$ cat src/rtl/cascade_timer_ctrl.sv
// Sequencing controller for a pair of cascaded 4-bit load/enable counters.
// It takes a period and mode over a valid/ready handshake, preloads the
// counters with -P, gates counting with pause, and flags terminal count
// (0xFF) as a one-shot or auto-reload expiry pulse.
module cascade_timer_ctrl (
  input  logic       clk,
  input  logic       rstn,
  input  logic       cfg_valid,
  output logic       cfg_ready,
  input  logic [7:0] cfg_period,
  input  logic       cfg_mode,
  input  logic       pause,
  input  logic       abort,
  input  logic       carry_lo,
  input  logic       carry_hi,
  output logic       cnt_load,
  output logic [7:0] ld_val,
  output logic       cnt_en_lo,
  output logic       cnt_en_hi,
  output logic       cnt_clrn,
  output logic       busy,
  output logic       expire
);

  typedef enum logic [1:0] {StIdle, StLoad, StRun} state_e;

  state_e     state_q, state_d;
  logic [7:0] preload_q, preload_d;
  logic       mode_q, mode_d;
  logic       cnt_clrn_q, cnt_clrn_d;
  logic       tc;

  assign tc       = carry_lo & carry_hi;
  assign ld_val   = preload_q;
  assign cnt_clrn = cnt_clrn_q;

  // State and configuration registers; the clear strobe is held low through reset.
  always_ff @(posedge clk or negedge rstn) begin
    if (!rstn) begin
      state_q    <= StIdle;
      preload_q  <= 8'h00;
      mode_q     <= 1'b0;
      cnt_clrn_q <= 1'b0;
    end else begin
      state_q    <= state_d;
      preload_q  <= preload_d;
      mode_q     <= mode_d;
      cnt_clrn_q <= cnt_clrn_d;
    end
  end

  // Next-state and counter control; abort overrides everything at the end.
  always_comb begin
    state_d    = state_q;
    preload_d  = preload_q;
    mode_d     = mode_q;
    cnt_clrn_d = ~abort;
    cfg_ready  = 1'b0;
    cnt_load   = 1'b0;
    cnt_en_lo  = 1'b0;
    cnt_en_hi  = 1'b0;
    expire     = 1'b0;
    busy       = (state_q != StIdle);

    unique case (state_q)
      StIdle: begin
        cfg_ready = 1'b1;
        if (cfg_valid) begin
          // Counting up from -P reaches 0xFF after P cycles; P = 0 gives 256.
          preload_d = 8'h00 - cfg_period;
          mode_d    = cfg_mode;
          state_d   = StLoad;
        end
      end
      StLoad: begin
        cnt_load = 1'b1;
        state_d  = StRun;
      end
      StRun: begin
        if (!pause) begin
          cnt_en_lo = 1'b1;
          // High nibble ripples on the low carry within the same cycle.
          cnt_en_hi = carry_lo;
          if (tc) begin
            expire = 1'b1;
            if (mode_q) begin
              // Load wins over enable inside the counters.
              cnt_load = 1'b1;
            end else begin
              cnt_en_lo = 1'b0;
              cnt_en_hi = 1'b0;
              state_d   = StIdle;
            end
          end
        end
      end
      default: state_d = StIdle;
    endcase

    if (abort) begin
      state_d   = StIdle;
      preload_d = preload_q;
      mode_d    = mode_q;
      cnt_load  = 1'b0;
      cnt_en_lo = 1'b0;
      cnt_en_hi = 1'b0;
      expire    = 1'b0;
    end
  end

endmodule

$ cat config.mk
export PLATFORM = sky130hd
export DESIGN_NAME = cascade_timer_ctrl
export DESIGN_NICKNAME = d
export VERILOG_FILES = /design/src/rtl/cascade_timer_ctrl.sv
export SDC_FILE = /design/constraint.sdc
export NUM_CORES = 1
export LEC_CHECK = 0
export CAP_MARGIN = 20
export CORE_MARGIN = 4
export CORE_UTILIZATION = 37
export CTS_CLUSTER_SIZE = 20
export DETAILED_ROUTE_END_ITERATION = 10
export PLACE_DENSITY = 0.82
export SLEW_MARGIN = 20
export SYNTH_ARGS = -nofsm -noshare
export SYNTH_HDL_FRONTEND = slang
export SYNTH_SLANG_ARGS = --single-unit
$ cat constraint.sdc
create_clock -name clk -period 1.4 [get_ports clk]
set_clock_uncertainty 0.15 [all_clocks]
set_input_delay 0.14 -clock clk [delete_from_list [all_inputs] [get_ports clk]]
set_output_delay 0.14 -clock clk [all_outputs]
set_load 0.02 [all_outputs]
==> impl_metrics.tcl <==
set metrics [dict create \
    status "finished, violations left" \
    violations "negative setup slack" \
    hpwlAfterDp_um 1700 \
    vias_per_cell 5.17 \
    muxShareOfSynthArea_pct 0 \
    power.density_mw_per_mm2 978 \
    synthSimpleGateAreaFrac_pct 28.7 \
    numCtsBuffers 3 \
    slew_violations 0 \
    final_cell_area_mm2 0.00134 \
    dpl_cell_area_mm2 0.00122 \
    grt_usage_pct 16.2 \
    area_growth_pct 80.0 \
    synth-seq-area-share_pct 40.3 \
    relSlewSlack_pct 80.1 \
    cts.sink_count 12 \
    layout_setup_ws_ns -0.408 \
    p_int_mw 0.834 \
    clkLatencyLatePin_ns 0.26 \
    finalHoldViolations 0 \
    start_kind "register" \
    timing.fmax_mhz 553 \
    io_pins 31 \
    ir_drop_v 0.000717 \
    synth_top_family_by_area "simple AND/OR/NAND/NOR gates" \
    grt_pass1_wl_um 3260 \
    arrival_ns 1.52 \
    crit_path_cell_trace "inv_2 > ha_4 > nand2b_4 > a311oi_4 > and2_4 > buf_6" \
    p_switching_mw 0.478 \
    yosys_register_bits 12 \
    critical_path.top_delay_family "flip-flops" \
    end_kind "output pin" \
    postCtsHoldBufs 0 \
    clkPwrFrac_pct 15.9 \
    dp_slack_ns -0.656 \
    worst_pin_slew_ns 0.296 \
    post-route-period-util_pct 129 \
    p_seq_share_pct 35.4 \
    synthAdderAreaFrac_pct 6.71 \
    power_frac_comb_pct 48.6 \
    avgSynthCellArea_um2 9.56 \
    yosys_warnings 0 \
    placed_cells 148 \
    period_minus_slack_ns 1.81 \
    drtPass1Iterations 5 \
    synth_area_um2 746 \
    final_net_count 153 \
    final_core_util_pct 73.7 \
    h-tree-depth 1 \
    layoutNonFillerInstCount 156 \
    slowest_stage "dfrtp_1" \
    synth_xor_area_share_pct 3.52 \
    critical-path-max-stage-delay_ns 0.39 \
    wire_per_inst_um 15.3 \
    critPathRequiredTime_ns 1.11 \
    postRouteAntennaNets 0 \
    drt_iter0_markers 14 \
    synth-compound-area-share_pct 15.6 \
    grt_pass1_vias 734 \
    rsz0062_at_grt "true" \
    cap_violations 0 \
    coreArea_mm2 0.00182 \
    io_buffers 30 \
    die_w_um 52.9 \
    gp_congestion 0.804 \
    antenna_found_initial 0 \
    p_leak_nw 0.650 \
    cts_tree "yes" \
    clk_pin_slew_ns 0.07 \
    path_buf_inv 2 \
    drcViolationCount 0 \
    hold_class "in -> async" \
    start_util_pct 41.0 \
    setup_viol 17 \
    die_h_um 52.9 \
    drive_above_1_share_pct 36.6 \
    synth_fp_nets 98 \
    criticalPathCategory "reg -> out" \
    nFillCells 126 \
    grt-ovfl-total 0 \
    clockBufferDepth 2 \
    rows 15 \
    rrSetupSlack_ns -0.26 \
    switching_share_pct 36.4 \
    dieArea_mm2 0.00280 \
    cts_root_buf "clkbuf_4" \
    synthCells 78 \
    vias 806 \
    antenna_cells 0 \
    synth_cell_types 29 \
    crit_fanout 3 \
    grt_start_max_net_pins 13 \
    routed_wl_um 2390 \
]
[registers in the layout, summed over array words and instances, names as in the netlist]
name and count:
ld_val 8, state_q 2, cnt_clrn 1, mode_q 1
[repair_timing]
action,in CTS,in global routing
setup buffers,0,4
pin swaps,8,7
endpoints found under the setup margin,26,17
cloned,0,1
gates resized for setup,41,21
[final timing paths]
check,cells after the start,startpoint,to
worst max-delay path,6,state_q[0]$_DFFE_PN0P_,cnt_en_hi
worst min-delay path,2,rstn,ld_val[1]$_DFFE_PN0P_
worst max register to register,8,state_q[0]$_DFFE_PN0P_,ld_val[6]$_DFFE_PN0P_
worst min register to register,2,ld_val[1]$_DFFE_PN0P_,ld_val[1]$_DFFE_PN0P_
max in group asynchronous,2,rstn,ld_val[0]$_DFFE_PN0P_
min in group clk,3,cfg_mode,mode_q$_DFFE_PN0P_
[metrics by stage]
| step | hold slack (ns) | power [mW] | setup TNS [ns] |
|---|---|---|---|
| after global routing | 0.0518 | 1.40 | -4.99 |
| after floorplan | -0.306 | 0.744 | -0.569 |
| after global placement | 0.304 | 1.06 | -4.19 |
| after CTS | 0.0254 | 1.25 | -2.82 |
| after detailed placement | 0.317 | 1.08 | -4.71 |
| final | 0.0253 | 1.31 | -3.99 |
[worst reg2reg max path: stages, from the launching register on]
cell     delay [ns]
dfrtp_1        0.37
inv_2          0.06
buf_4          0.13
buf_6          0.11
ha_4           0.17
buf_6          0.13
and3b_2        0.26
nand4_1        0.09
nand3_1        0.07
[layout by cell type (no fill, tap or decap), types with 3 or more instances in the layout]
cell	n
buf_4	18
inv_2	3
nor3_1	3
dfrtp_1	12
xor2_1	3
clkdlybuf4s50_1	15
clkbuf_4	3
buf_6	10
nand4_1	3
a211o_1	3
o21ai_1	4
nand3_1	3
ha_4	3
dlygate4sd2_1	9
nand2_1	11
inv_1	4
[power groups by stage]
| stage | sequential [mW] | clock (mW) | combinational (mW) |
|---|---|---|---|
| global placement | 0.469 | 0 | 0.592 |
| detailed placement | 0.476 | 0 | 0.602 |
| finish | 0.465 | 0.209 | 0.638 |
| global route | 0.476 | 0.236 | 0.685 |
| CTS | 0.466 | 0.217 | 0.569 |
| floorplan | 0.551 | 0 | 0.193 |
[logic make-up after synthesis]
| logic type | count (synthesis) |
|---|---|
| DFF | 12 |
| buffers and inverters | 9 |
| and+or+nand+nor | 34 |
| xor gates and xnor gates | 3 |
| adders and majority gates | 4 |
| AOI/OAI and AO/OA | 16 |
[metal layers]
layer	vias to the layer above	global-route usage (%)	routed length (um)
li1	389	-	-
met1	386	18.2	962
met2	25	28.7	1300
met3	6	2.54	83
met4	0	8.94	46
met5	-	0	0
[cells in the mapped netlist]
cell type	count	area share, %
and2_1	1	0.84
a21oi_1	1	0.67
nor4_4	1	2.9
o211ai_1	1	1.0
and4bb_2	1	1.7
o22a_1	1	1.2
nor3_1	5	3.4
nand3_1	3	2.0
a211o_1	3	3.5
nand3b_4	1	2.7
nor3b_1	1	1.0
o21ai_0	3	2.0
nand2b_1	2	1.7
o22ai_1	1	0.84
o21ai_1	3	2.0
nor2_1	2	1.0
nand4_1	3	2.5
nand2b_4	1	1.8
o21a_1	1	1.0
and3b_1	1	1.2
buf_2	1	0.67
nand2_1	12	6.0
xor2_1	3	3.5
dfrtp_1	12	40
a311oi_2	1	2.0
buf_4	1	1.0
o211a_1	1	1.3
inv_1	7	3.5
ha_1	4	6.7
[layout make-up]
cell class	instances	area (um^2)	area share (%)
Tap cell	25	31.3	2.33
Multi-Input combinational cell	57	485	36.2
Inverter	7	26.3	1.96
Clock buffer	3	22.5	1.68
Timing Repair Buffer	52	477	35.5
Sequential cell	12	300	22.4
No activity file was read; power rests on OpenSTA's default activity.
==> RTL edit, RTL diff (config.mk and constraints unchanged) <==
Make the reset (`rstn`) synchronous in one clocked block.
--- a/src/rtl/cascade_timer_ctrl.sv
+++ b/src/rtl/cascade_timer_ctrl.sv
@@ -37,3 +37,3 @@
   // State and configuration registers; the clear strobe is held low through reset.
-  always_ff @(posedge clk or negedge rstn) begin
+  always_ff @(posedge clk) begin
     if (!rstn) begin
Behaviour: differs if rstn is asserted again (counterexample within 4 cycles, from zero or initial values and one cycle with rstn low); with rstn held inactive, the same outputs for 10 cycles.
==> RTL edit against the unedited design <==
The flow still finishes with violations (setup timing). Count of clock-buffer cells in the layout is 1 higher. Total power is 22% lower. Wire length is 16% higher. Setup slack gained 0.033 ns. Sequential power shrank 20%. Synthesized cell count grew 15%. Design area is 19% higher. Synthesized area increased by 3.9%. Sequential cell count stayed put. Highest routed layer unchanged.
==> RTL edit: results (changes against the unedited design) <==
muxShareOfSynthArea_pct: 2.58  # +2.6 points
layout-drive-gt1-share_pct: 52.8  # +16 points
hold_path_class: "register to register"
ctsResizeCount: 59  # +44%
leakage_nw: 0.721  # +11%
synth_compound_area_share_pct: 16.3  # +0.71 points
status: "finished with violations"
p_comb_w: 0.000367  # -42%
postSynthAreaPerCell_sq_um: 8.61  # -10%
vias: 966  # +20%
setup_violations: 17  # unchanged
p_sw_w: 0.000302  # -37%
wire_per_inst_um: 14.9  # -3.0%
crit_path_top_delay_cell: "dfxtp_2"
crit_path_start: "state_q[0]$_SDFFE_PP0P_"
timing.setup.tns_ns: -3.67  # +0.320 ns
layout_setup_ws_ns: -0.375  # +0.0328 ns
grt_max_degree: 8  # -5
async_reset_ff_share_pct: 0  # -100 points
synthAdderAreaFrac_pct: 9.69  # +3.0 points
violations: "setup timing"
ir_drop_uv: 443  # -38%
synth-seq-area-share_pct: 31.0  # -9.3 points
dp.final_hpwl_um: 1900  # +12%
synth_fp_nets: 112  # +14%
rr_worst_depth: 7  # -1
r2r-end: "ld_val[6]$_SDFFE_PN0P_"
synth-xor-area-share_pct: 2.26  # -1.3 points
yosys-top-cells-count: "dfxtp_1, inv_1, nand2_1"
power_density_mw_per_mm2: 639  # -35%
grt_pass1_wl_um: 4320  # +33%
nNetsFinal: 182  # +19%
==> RTL edit: worst register-to-register path, stage by stage (launching register included) <==
cell and delay, ns:
dfxtp_2 0.33, inv_2 0.07, buf_4 0.11, buf_6 0.09
ha_4 0.15, nand3b_1 0.22, and3_1 0.27, a311o_1 0.27
==> RTL edit: routing by layer <==
metal	vias up	track usage [%]	part of all wire [%]	wire length [um]
met5	-	0	0	0
met1	459	19.8	37	1010
met2	35	41.9	55	1520
li1	465	-	-	-
met3	7	2.49	6.1	169
met4	0	11.5	2.2	62
==> RTL edit: area by class of cell <==
| type | instances | area (sq um) |
|---|---|---|
| inverters | 10 | 37.5 |
| clock buffers | 4 | 36.3 |
| multi-input cells | 65 | 644 |
| well taps | 27 | 33.8 |
| repair buffers | 68 | 601 |
| fillers | 128 | 384 |
| flip-flops and latches | 12 | 245 |
